[src/rtl/mem_access_ctrl_if.sv]
// Data-memory port between the access controller and the memory.
// The controller drives the request side. The memory answers with a
// single-cycle ack and returns read data in that same cycle.
interface mem_access_ctrl_if #(
  parameter int unsigned ADDR_W = 64
);
  logic              mem_req;
  logic              mem_we;
  logic [ADDR_W-1:0] mem_addr;
  logic [63:0]       mem_wdata;
  logic              mem_ack;
  logic [63:0]       mem_rdata;

  modport master (
    output mem_req, mem_we, mem_addr, mem_wdata,
    input  mem_ack, mem_rdata
  );

  modport slave (
    input  mem_req, mem_we, mem_addr, mem_wdata,
    output mem_ack, mem_rdata
  );
endinterface

[src/rtl/mem_access_ctrl.sv]
// Data-memory access sequencer that sits between EX/MEM and MEM/WB.
// It takes one load or store from the EX/MEM register and drives it onto
// a variable-latency req/ack memory port. It holds the pipeline in stall
// while the access is outstanding. It returns load data together with
// the destination register. It reports misaligned doubleword accesses
// and accesses that the memory never acknowledges.
module mem_access_ctrl #(
  parameter int unsigned TIMEOUT = 16,  // 0 disables the timeout
  parameter int unsigned ADDR_W  = 64
) (
  input  logic              clk,
  input  logic              reset,
  input  logic              mem_read,
  input  logic              mem_write,
  input  logic [ADDR_W-1:0] addr,
  input  logic [63:0]       wdata,
  input  logic [4:0]        rd,
  mem_access_ctrl_if.master mem,
  output logic              stall,
  output logic              load_valid,
  output logic [63:0]       load_data,
  output logic [4:0]        load_rd,
  output logic              misalign_err,
  output logic              timeout_err,
  output logic              busy
);

  typedef enum logic [1:0] {IDLE, BUSY, DONE, ERR} state_t;

  localparam int unsigned CNT_W = (TIMEOUT > 1) ? $clog2(TIMEOUT) : 1;
  localparam logic [CNT_W-1:0] CNT_LAST = CNT_W'(TIMEOUT - 1);

  state_t           state;
  logic [CNT_W-1:0] wait_cnt;
  logic             access;

  // When both strobes are set, mem_write decides the direction further down.
  assign access = mem_read | mem_write;

  // stall is combinational. A new access freezes the pipeline in the same
  // cycle that it appears in IDLE.
  assign stall = ((state == IDLE) && access) || (state == BUSY);
  assign busy  = (state != IDLE);

  // This block holds the access FSM, the latched request fields and the
  // registered status pulses.
  // NOTE: every register here is assigned with <=, so each branch reads the
  // values from before the edge, whatever order the statements are in.
  always_ff @(posedge clk) begin
    if (reset) begin
      // NOTE: the datapath registers are also cleared on reset. A dropped
      // access then leaves no stale address, data or rd visible on the
      // outputs.
      state         <= IDLE;
      wait_cnt      <= '0;
      mem.mem_req   <= 1'b0;
      mem.mem_we    <= 1'b0;
      mem.mem_addr  <= '0;
      mem.mem_wdata <= '0;
      load_valid    <= 1'b0;
      load_data     <= '0;
      load_rd       <= '0;
      misalign_err  <= 1'b0;
      timeout_err   <= 1'b0;
    end else begin
      // The status outputs are single-cycle pulses unless a branch sets them.
      load_valid   <= 1'b0;
      misalign_err <= 1'b0;
      timeout_err  <= 1'b0;

      case (state)
        IDLE: begin
          if (access) begin
            if (addr[2:0] == 3'b000) begin
              state         <= BUSY;
              mem.mem_req   <= 1'b1;
              mem.mem_we    <= mem_write;
              mem.mem_addr  <= addr;
              mem.mem_wdata <= wdata;
              load_rd       <= rd;
              wait_cnt      <= '0;
            end else begin
              // A misaligned doubleword never reaches the memory.
              state        <= ERR;
              misalign_err <= 1'b1;
            end
          end
        end

        BUSY: begin
          if (mem.mem_ack) begin
            // If ack arrives on the last allowed cycle, the access still
            // completes normally.
            state       <= DONE;
            mem.mem_req <= 1'b0;
            if (!mem.mem_we) begin
              load_data  <= mem.mem_rdata;
              load_valid <= 1'b1;
            end
          end else if ((TIMEOUT != 0) && (wait_cnt == CNT_LAST)) begin
            state       <= ERR;
            mem.mem_req <= 1'b0;
            timeout_err <= 1'b1;
          end else begin
            wait_cnt <= wait_cnt + 1'b1;
          end
        end

        // EX/MEM still holds the access that was just served. Its inputs are
        // ignored while the pipeline advances.
        DONE:    state <= IDLE;
        ERR:     state <= IDLE;
        default: state <= IDLE;
      endcase
    end
  end

endmodule

[src/flat_wrapper.sv]
// flat-port wrapper written by rule: the top's interface ports become plain ports
module mem_access_ctrl_flat 
#(
  parameter int unsigned TIMEOUT = 16,                           
  parameter int unsigned ADDR_W  = 64
)
  (clk, reset, mem_read, mem_write, addr, wdata, rd, stall, load_valid, load_data, load_rd, misalign_err, timeout_err, busy, mem_mem_req, mem_mem_we, mem_mem_addr, mem_mem_wdata, mem_mem_ack, mem_mem_rdata);
  mem_access_ctrl_if #(.ADDR_W(ADDR_W)) mem_i ();
  input  logic clk;
  input  logic reset;
  input  logic mem_read;
  input  logic mem_write;
  input  logic [ADDR_W-1:0] addr;
  input  logic [63:0] wdata;
  input  logic [4:0] rd;
  output logic stall;
  output logic load_valid;
  output logic [63:0] load_data;
  output logic [4:0] load_rd;
  output logic misalign_err;
  output logic timeout_err;
  output logic busy;
  output wire logic [$bits(mem_i.mem_req)-1:0] mem_mem_req;
  output wire logic [$bits(mem_i.mem_we)-1:0] mem_mem_we;
  output wire logic [$bits(mem_i.mem_addr)-1:0] mem_mem_addr;
  output wire logic [$bits(mem_i.mem_wdata)-1:0] mem_mem_wdata;
  input wire logic [$bits(mem_i.mem_ack)-1:0] mem_mem_ack;
  input wire logic [$bits(mem_i.mem_rdata)-1:0] mem_mem_rdata;
  assign mem_mem_req = mem_i.mem_req;
  assign mem_mem_we = mem_i.mem_we;
  assign mem_mem_addr = mem_i.mem_addr;
  assign mem_mem_wdata = mem_i.mem_wdata;
  assign mem_i.mem_ack = mem_mem_ack;
  assign mem_i.mem_rdata = mem_mem_rdata;
  mem_access_ctrl #(.TIMEOUT(TIMEOUT), .ADDR_W(ADDR_W)) u_core (.clk(clk), .reset(reset), .mem_read(mem_read), .mem_write(mem_write), .addr(addr), .wdata(wdata), .rd(rd), .mem(mem_i), .stall(stall), .load_valid(load_valid), .load_data(load_data), .load_rd(load_rd), .misalign_err(misalign_err), .timeout_err(timeout_err), .busy(busy));
endmodule
[config.mk]
export PLATFORM = sky130hd
export DESIGN_NAME = mem_access_ctrl_flat
export DESIGN_NICKNAME = d
export VERILOG_FILES = /design/src/rtl/mem_access_ctrl_if.sv /design/src/rtl/mem_access_ctrl.sv /design/src/flat_wrapper.sv
export SDC_FILE = /design/constraint.sdc
export NUM_CORES = 1
export LEC_CHECK = 0
export ABC_AREA = 1
export CAP_MARGIN = 20
export CORE_AREA = 3 3 158 160
export DETAILED_ROUTE_END_ITERATION = 6
export DIE_AREA = 0 0 161 163
export GPL_TIMING_DRIVEN = 0
export PLACE_DENSITY = 0.72
export RECOVER_POWER = 50
export SLEW_MARGIN = 10
export SYNTH_ARGS = -nofsm -noshare
export SYNTH_HDL_FRONTEND = slang
export SYNTH_SLANG_ARGS = --single-unit
[constraint.sdc]
create_clock -name clk -period 1.5 [get_ports clk]
set_clock_uncertainty 0.05 [all_clocks]
set_input_delay 0.3 -clock clk [delete_from_list [all_inputs] [get_ports clk]]
set_output_delay 0.3 -clock clk [all_outputs]
set_load 0.01 [all_outputs]
Word level (Yosys, flattened, before mapping)
Cells that the tools add are included.
- reduce and logical (&&, ||, !) cells: 15
- mux-type cells: 18
- bitwise logic cells: 6
- $add $sub $neg: 1
- equality and inequality tests: 9
- operator list (cell ; count):
    two-way mux 4 bit ; 4
    OR reduction 3 bit ; 3
    two-way mux 2 bit ; 4
    one-hot mux 4 bit (2 select lines) ; 1
    two-way mux 1 bit ; 7
    inequality test 2 bit, second input constant ; 3
    one-hot mux 2 bit (3 select lines) ; 1
    AND reduction 3 bit ; 2
    NOT 1 bit ; 5
    AND reduction 5 bit ; 1
    adder 4 x 1 -> 4 bit, second input constant ; 1
    == test 2 bit, second input constant ; 2
    == test 4 bit, second input constant ; 1
    AND reduction 4 bit ; 1
    nonzero test 2 bit ; 2
    zero test 3 bit ; 1
    inequality test 3 bit, second input constant ; 1
    == test 2 x 1 -> 1 bit, second input constant ; 1
    zero test 2 bit ; 1
    inequality test 2 x 1 -> 1 bit, second input constant ; 1
    one-hot mux 1 bit (2 select lines) ; 1
    AND reduction 2 bit ; 1
    OR reduction 2 bit ; 1
    logical AND 1 bit ; 1
    other kinds (2) ; 2
- word-level logic and storage cells: 60
- bits of input ports: 202
- output and inout port bits: 204
- bits in registers: 208

Logic depth before layout (Yosys ltp)
Gate-level depths: netlist of run 1.
- word-level depth: 4
- mapped depth: 8

Worst setup path after synthesis of run 1
Ideal clock, no wire load.
- kind: register to register
- start point: register u_core.state[1]
- end point: register u_core.mem.mem_addr[13]
- library setup time: 0.116 ns
- clock period less this slack: 1.275 ns
- cell stages (with the launch flop): 9
- setup slack: 0.225 ns
- data arrival time: 1.109 ns
- buffers on the path: 2
- cell sequence: dfxtp_1 -> inv_2 -> nand2_2 -> nor2_2 -> nand2_4 -> buf_6 -> buf_2 -> nor2_1 -> nor2_1
- cells in the longest elaborated chain, start to end: 2
- RTL lines (what ; line ; text):
    start, declared ; mem_access_ctrl.sv:33 ; state_t state;
    start signal, assigned ; mem_access_ctrl.sv:54 ; state <= IDLE;
    start signal, assigned ; mem_access_ctrl.sv:75 ; state <= BUSY;
    start signal, assigned ; mem_access_ctrl.sv:84 ; state <= ERR;
    zero test 2 bit ; mem_access_ctrl.sv:71 ; case (state)
    AND reduction 3 bit (no source line) ; n/a ;
    end signal, assigned ; mem_access_ctrl.sv:78 ; mem.mem_addr <= addr;
    end, declared ; mem_access_ctrl_if.sv:15 ; output mem_req, mem_we, mem_addr, mem_wdata,
No other way between the ends.
A chain may end at the register's enable or synchronous reset.

Worst setup path in the final report of run 1
- start point: register u_core.state[1]
- end point: output stall
- cells in the longest elaborated chain, start to end: 3
- elaborated cells between the ends (all ways): 4
- RTL lines (what ; line ; text):
    zero test 2 bit ; mem_access_ctrl.sv:42 ; assign stall = ((state == IDLE) && access) || (state == BUSY);
    logical AND 1 bit ; mem_access_ctrl.sv:42 ;
    logical OR 1 bit * ; mem_access_ctrl.sv:42 ;
    end, declared ; flat_wrapper.sv:16 ; output logic stall;
Every way passes the cells marked *; elsewhere a longest branch is shown, timed or not.

==> metrics list, run 1 <==
- The flow ran to the end, but the final reports show violations.
- The checks that failed: setup timing.
- Maximum clock rate: 0.632 GHz
- Fillers: 2209
- During synthesis, Yosys emitted a total of 0 warnings.
- Drt first-iter violations: 400
* Final instance area: 0.0127 mm²
- XOR/XNOR Fraction of Synth Area: 0%
- At the pin with the least slew margin, the transition time is 0.378 ns.
* Via density per instance: 4.55
* Crit-path max FO: 3
- The worst hold path begins at reset.
- Post-DR wirelength/cell: 16.3 µm
- Instance area after placement: 0.0117 mm²
* Number of optimization iterations in the first detailed-route pass: 5
- GP Congestion: 0.816
- 406 I/O pins were placed.
* Initial Utilization: 30.9%
- At the worst endpoint, the arrival time is 1.23 ns.
* Number of slew-limit violations in the final report: 0
- The final critical path takes up 105% of the cycle.
- The worst-case IR drop observed on VDD is 693 µV.
- In this run the standard cell core region covers 0.0235 mm².
* Antenna violations before repair: 0
- Relative slew slack: 74.8%
- Worst setup timing slack at the placement stage: -1.21 ns
- Of the total power, the share spent switching nets is 24.4%.
- Post-synthesis cell count: 928
- Setup repair after global routing could not meet its margin everywhere.
- CTS saw 208 sinks.
- In this run the mean area of a mapped cell was 7.85 µm².
- The analysis attributes to net switching a power of 3.30 mW.
* Clk pin slew, worst setup/hold paths: 0.06 ns
- Total global-route track usage: 19.7%
- The final hold violation count came to 0.
* Reg-to-Reg End: u_core.load_data[44]$_SDFFE_PP0P_
- Clock tree from TritonCTS: built
* Final setup violation count: 2
- In this run the horizontal extent of the chip is 161 µm.
* Combinational cell fraction of total power: 15.0%
- The critical path is of the register to primary output type.
* Number of buffers inserted by port buffering: 405
- Clock period minus final worst setup slack: 1.58 ns
- STA classifies the critical path endpoint as a primary output.
- Synth Register Bits: 208
* Number of levels in the clock H-tree: 1
- No sink is reached through more buffers than the 3 on the longest clock path.
- Buffers inserted to repair hold after CTS numbered 0.
- Final #Nets: 1572
- Once detail routing completed, the nets flagged for antenna violations numbered 0.
- Cell-internal power: 10.2 mW
* Synth-to-Final Area Change: 74.2%
- Basic-gate share of the synthesized area counting and, or, nand and nor cells: 23.4%
* Cell area after synthesis: 0.00728 mm²
* Total clock buffers created by CTS: 23
- Register-to-Register Path Depth: 8
- Fin worst setup slack: -0.0823 ns
* Fraction of layout cells with a size suffix above 1: 13.5%
* Worst EP required: 1.15 ns
* Sequential element share of the synthesized area: 57.2%
- Combinational family with the most area after synthesis: simple AND/OR/NAND/NOR gates
* Number of standard-cell rows in the floorplan: 56
- Total Die Area: 0.0262 mm²
- In this run the power density over the cells is 1070 mW/mm².
- The repair_antennas step left the layout with diodes totalling 0.
- Number of distinct library cell variants in the gate-level netlist after synthesis: 22
- Timing startpoint of the critical path: u_core.state[1]$_SDFFE_PP0P_
* Number of remaining DRC errors: 0
- Compound-cell area share of the yosys netlist: 14.0%
* Overflow left after global routing: 0
- Global-route wire length before repair: 41900 µm
* Worst setup path end: stall
- Total wire length: 27700 µm
- Adder and majority cell fraction of the synthesized area: 0.172%
- The via count of the first global-routing pass was 7723.
* Class of the tightest hold or removal check: primary input to register
- Reg power frac: 44.3%
- In this run, the clock network consumes 40.7% of the power.
* Syn_nets: 1131
- Setup slack on the worst flop-to-flop path: 0.03 ns
- The worst register-to-register path begins at u_core.state[0]$_SDFFE_PP0P_.
- Clk root buf: sky130_fd_sc_hd__clkbuf_16
- Entering global routing, the biggest net connects 14 pins.
* Startpoint class of the critical path: register
* DIE HEIGHT: 163 µm
* Clock Latency Late Sink: 0.50 ns
- The detailed router placed 7749 vias in this run.
* HPWL Detailed: 20600 µm
* Standby leakage power: 5.94 nW
* Post-synthesis mux area share: 0%
* Count of maximum capacitance violations: 0
cell families (layout without fill, tap and decap cells):
| kind of cell | count (synthesis) | in the layout |
|---|---|---|
| and+or+nand+nor | 439 | 439 |
| AOI/OAI and AO/OA | 204 | 204 |
| adders and majority gates | 1 | 1 |
| buffers and inverters | 76 | 532 |
| DFF | 208 | 208 |
placed cells by master, fill, tap and decap left out, drive strengths merged:
| master | instances |
|---|---|
| nand2 | 20 |
| dfxtp | 208 |
| bufinv | 2 |
| buf | 45 |
| nor2 | 405 |
| clkinvlp | 1 |
| clkdlybuf4s50 | 200 |
| dlygate4sd2 | 105 |
| clkdlybuf4s15 | 77 |
| clkbuf | 84 |
| nor3b | 2 |
| clkinv | 6 |
| nand3 | 7 |
| inv | 12 |
| a21oi | 7 |
| o21ai | 197 |
| nor3 | 4 |
| nand4 | 1 |
| ha | 1 |
final cells by class:
class | count | area (µm²) | area share [%]
flip-flops and latches | 208 | 4180 | 33.0
plain buffers | 64 | 498 | 3.93
repair buffers | 416 | 3950 | 31.1
clock buffers | 31 | 636 | 5.01
multi-input cells | 644 | 2880 | 22.7
clock inverters | 9 | 97.6 | 0.769
inverters | 12 | 47.5 | 0.375
well taps | 319 | 399 | 3.15
metrics by stage:
step	hold WS (ns)	total power, mW	cells	TNS (ns)	utilization, %
4_1_cts	0.288	13.5	1697	-0.101	52.6
6_report	0.298	13.5	1703	-0.0853	53.9
5_1_grt	0.307	14.1	1703	-1.59	53.9
3_3_place_gp	0.381	8.13	1652	-166.13	49.9
3_5_place_dp	0.383	8.15	1652	-168.81	49.9
2_1_floorplan	0.319	6.77	928	0	-
Yosys cell counts (all sizes together):
cell type  number  area, µm²
clkbuf         38        158
nand2          20       87.6
buf            26        181
o21ai         197        986
nor3b           2       15.0
nand4           1       6.26
inv            12       45.1
dfxtp         208       4160
ha              1       12.5
nor3            4       25.0
nand3           7       35.0
nor2          405       1530
a21oi           7       35.0
how the worst min path moves through the flow:
stage	end	depth (start not counted)
after CTS	u_core.wait_cnt[1]$_SDFFE_PP0P_	2
final	u_core.wait_cnt[1]$_SDFFE_PP0P_	2
after floorplan	u_core.wait_cnt[1]$_SDFFE_PP0P_	1
after detailed placement	u_core.mem.mem_addr[2]$_SDFFE_PP0P_	2
after global routing	u_core.wait_cnt[1]$_SDFFE_PP0P_	2
after global placement	u_core.mem.mem_addr[1]$_SDFFE_PP0P_	2
sequential cells by signal, summed over array words and instances, names as in the netlist:
name	count
u_core.wait_cnt	4
u_core.state	2
u_core.mem.mem_we	1
u_core.misalign_err	1
u_core.load_rd	5
u_core.load_data	64
u_core.mem.mem_addr	64
u_core.timeout_err	1
u_core.mem.mem_wdata	64
u_core.load_valid	1
u_core.mem.mem_req	1
layer usage:
layer  wire length [µm]  GRT usage, %  vias up
met3               2270          5.39       55
met2              13600          35.6      313
met4                816          6.49        0
met5                  0             0        -
li1                   -             -     3858
met1              11100          22.7     3523
what timing repair did:
action | in CTS | in global routing
gates resized for setup | 276 | 225
setup buffers | 5 | 2
cloned | 0 | 4
endpoints found under the setup margin | 407 | 267
pin swaps | 4 | 6
worst max-delay path: stages (launching register included):
cell and delay [ns]:
sky130_fd_sc_hd__dfxtp_4 0.36, sky130_fd_sc_hd__nor2_4 0.12, sky130_fd_sc_hd__nand2_4 0.08, sky130_fd_sc_hd__nand2_2 0.07, sky130_fd_sc_hd__buf_6 0.10
power by group through the flow:
| stage | sequential (mW) | combinational [mW] | clock (mW) |
|---|---|---|---|
| 2_1_floorplan | 6.23 | 0.542 | 0 |
| 3_3_place_gp | 6.09 | 2.04 | 0 |
| 3_5_place_dp | 6.10 | 2.05 | 0 |
| 4_1_cts | 5.98 | 1.93 | 5.63 |
| 5_1_grt | 6.02 | 2.19 | 5.91 |
| 6_report | 5.99 | 2.02 | 5.50 |
Power figures use the tool's default switching activity.
==> inputs of run 2 (changes only) <==
--- a/config.mk
+++ b/config.mk
@@ -6,7 +6,6 @@
 export NUM_CORES = 1
 export LEC_CHECK = 0
 export ABC_AREA = 1
-export CAP_MARGIN = 20
 export CORE_AREA = 3 3 158 160
 export DETAILED_ROUTE_END_ITERATION = 6
 export DIE_AREA = 0 0 161 163
==> results of run 2 <==
Same layout as run 1: the final DEF is identical, and so are final timing and power.
==> inputs of run 3 (changes only) <==
--- a/config.mk
+++ b/config.mk
@@ -6,6 +6,7 @@
 export NUM_CORES = 1
 export LEC_CHECK = 0
 export ABC_AREA = 1
+export CAP_MARGIN = 15
 export CORE_AREA = 3 3 158 160
 export DETAILED_ROUTE_END_ITERATION = 6
 export DIE_AREA = 0 0 161 163
==> constraint.sdc (replaced) <==
create_clock -name clk -period 1.5 [get_ports clk]
set_clock_uncertainty 0.05 [all_clocks]
set_input_delay 0.15 -clock clk [delete_from_list [all_inputs] [get_ports clk]]
set_output_delay 0.15 -clock clk [all_outputs]
set_load 0.01 [all_outputs]
==> run 3 against run 2 <==
The flow still finishes with violations (setup timing). Combinational power increased by 9.9%. Power rose by 1.5%. Via count increased by 1.8%. Design area up 5.0%. First-iteration DRC count increased by 31%. Critical path type is now register to register. Largest cell class unchanged.
==> metrics list, run 3 (synthesized netlist as in run 1, its figures left out) <==
* Result of the run: complete, but fails checks (unchanged)
- Violations in the final reports: setup timing (unchanged)
- The count of input and output buffers came to 405 (unchanged).
- The starting utilization of the core area was 30.9% (unchanged).
- The kind of start point of the critical path was a register (unchanged).
- Worst EP required: 1.83 ns (was 1.15 ns)
- Setup crit end kind: register (was primary output)
- The clock tree buffer depth came to 3 (unchanged).
- The layout overhead on the synthesized area was 83.0% (was 74.2%).
- Slew at the pin closest to its max-slew limit: 0.425 ns (was 0.378 ns)
- The number of sinks handled by clock tree synthesis is 208 (unchanged).
* Number of diodes: 0 (unchanged)
- Count of maximum capacitance violations: 0 (unchanged)
* Total global-route track usage: 19.7% (about the same)
- The area of all placed cells without fillers came to 0.0133 mm² (was 0.0127 mm²).
* GP Congestion: 0.816 (unchanged)
* Post-DR wirelength/cell: 17.1 µm (was 16.3 µm)
* Crit-path max FO: 9 (was 3)
* Most used cells in the layout excluding fill and tap cells: sky130_fd_sc_hd__nor2_1 (289), sky130_fd_sc_hd__dfxtp_1 (206), sky130_fd_sc_hd__dlygate4sd2_1 (202) (was sky130_fd_sc_hd__nor2_1 (365), sky130_fd_sc_hd__dfxtp_1 (201), sky130_fd_sc_hd__clkdlybuf4s50_1 (200))
* GRT busiest layer: met2 (unchanged)
- Clock period minus final worst setup slack: 1.57 ns (was 1.58 ns)
- The ratio of total power to cell area is 1030 mW/mm² (was 1070 mW/mm²).
- The routing usage on met3 came to 5.42% (was 5.39%).
- Met2 Use GR: 35.4% (was 35.6%)
* Clock tree from TritonCTS: built (unchanged)
- The number of placed instances, taps included came to 1652 (unchanged).
* HPWL Detailed: 20600 µm (unchanged)
- The number of detailed-route iterations in the first pass is 5 (unchanged).
- Total Die Area: 0.0262 mm² (unchanged)
- The initial antenna violation count was 0 (unchanged).
- The final hold violation count is 0 (unchanged).
* Critical path type: register to register (was register to primary output)
* RSZ-0062 raised after global routing: true (unchanged)
- DIE HEIGHT: 163 µm (unchanged)
* Final setup violation count: 38 (was 2)
- Total wire length: 29200 µm (was 27700 µm)
- Global-route wire length before repair: 41700 µm (was 41900 µm)
* Final #Nets: 1579 (was 1572)
- The post-detailed-route via-to-cell ratio came to 4.61 (was 4.55).
- Number of levels in the clock H-tree: 1 (unchanged)
* Drt first-iter violations: 522 (was 400)
- The leakage dissipation is 6.43 nW (was 5.94 nW).
- The remaining antenna violation count is 0 (unchanged).
- The die width came to 161 µm (unchanged).
- The maximum vdd drop is 696 µV (was 693 µV).
- The fraction of met1 tracks used by global routing came to 22.6% (was 22.7%).
- Vias in the first global route: 7699 (was 7723)
- The ratio of cells with drive above 1 in the final layout was 17.6% (was 13.5%).
* Clk pin slew, worst setup/hold paths: 0.06 ns (about the same)
- The maximum clock rate came to 0.637 GHz (was 0.632 GHz).
- Worst EP arrival: 1.90 ns (was 1.23 ns)
- The number of standard cells in the layout, taps in and fillers out came to 1710 (was 1703).
* Relative slew slack: 71.6% (was 74.8%)
- Post-route clock period utilization: 105% (about the same)
* Maximum number of pins on one net before global-route repair: 15 (was 14)
- The post-layout total power is 13.7 mW (was 13.5 mW).
* Clock Latency Late Sink: 0.50 ns (about the same)
- Utilization after layout: 56.6% (was 53.9%)
- The root cell of the clock tree was sky130_fd_sc_hd__clkbuf_16 (unchanged).
- The number of fillers in the final layout was 2124 (was 2209).
- Class of the tightest hold or removal check: primary input to register (unchanged)
- Via total after detailed routing: 7886 (was 7749)
- Top Registers: u_core.load_data x64, u_core.mem.mem_addr x64, u_core.mem.mem_wdata x64 (unchanged).
* Number of slew-limit violations in the final report: 0 (unchanged)
- The overflow left after global routing was 0 (unchanged).
- Number of remaining DRC errors: 0 (unchanged)
- The floorplan row count is 56 (unchanged).
- The number of buffers created by CTS is 23 (unchanged).
- The I/O pin count came to 406 (unchanged).
* Standard cell core area: 0.0235 mm² (unchanged)
- The instance area at placement is 0.0117 mm² (unchanged).
* Aggregate negative setup slack: -0.884 ns (was -0.0853 ns)
* Fin worst setup slack: -0.0695 ns (was -0.0823 ns)
* Most frequent standard cell in the layout excluding fill and tap cells: sky130_fd_sc_hd__nor2_1 (unchanged)
## run 3: layer usage
metal	vias up	wire, µm
met5	-	0
met4	0	923
li1	3880	-
met1	3615	11700
met2	332	14400
met3	59	2210
## run 3: layout make-up
type                            instances  area (µm²)  area share (%)
Buffer                                 63         623            4.68
Clock buffer                           31         636            4.77
Clock inverter                          9        97.6           0.732
Inverter                               12        50.0           0.376
Multi-Input combinational cell        645        3240            24.3
Sequential cell                       208        4170            31.3
Tap cell                              319         399            3.00
Timing Repair Buffer                  423        4110            30.8
## run 3: worst max-delay path, stage by stage, from the launching register on
cell and delay, ns:
sky130_fd_sc_hd__dfxtp_4 0.42, sky130_fd_sc_hd__nand2_4 0.07, sky130_fd_sc_hd__nor3_4 0.28, sky130_fd_sc_hd__inv_2 0.11, sky130_fd_sc_hd__buf_12 0.18, sky130_fd_sc_hd__buf_12 0.15
sky130_fd_sc_hd__nor2_2 0.11, sky130_fd_sc_hd__nor2_1 0.06
## run 3: final timing paths
kind	slack, ns	depth (start not counted)	endpoint	start
worst min register to register	0.39	2	u_core.mem.mem_addr[2]$_SDFFE_PP0P_	u_core.mem.mem_addr[2]$_SDFFE_PP0P_
worst max-delay path	-0.07	7	u_core.load_data[14]$_SDFFE_PP0P_	u_core.state[0]$_SDFFE_PP0P_
worst max register to register	-0.07	7	u_core.load_data[14]$_SDFFE_PP0P_	u_core.state[0]$_SDFFE_PP0P_
worst min-delay path	0.05	2	u_core.wait_cnt[1]$_SDFFE_PP0P_	reset
## run 3: timing repair
item                                    in CTS  in global routing
resized for setup                          252                273
pin swaps                                    3                 16
gates cloned                                 0                 11
setup buffers                                3                  5
endpoints found under the setup margin     407                181
hold buffers                                 0                  0
## run 3: power breakdown
group / total, mW / switching, mW / leakage, nW / internal, mW
combinational: 2.22 / 1.05 / 4.38 / 1.17
sequential: 5.99 / 0.158 / 1.69 / 5.83
clock: 5.52 / 2.21 / 0.363 / 3.30
## run 3: stage by stage
| step | setup slack (ns) | hold WS [ns] |
|---|---|---|
| after floorplan | 0.225 | 0.169 |
| after global placement | -1.02 | 0.381 |
| after detailed placement | -1.06 | 0.383 |
| after CTS | -0.0199 | 0.167 |
| after global routing | -0.107 | 0.0601 |
| final | -0.0695 | 0.0549 |
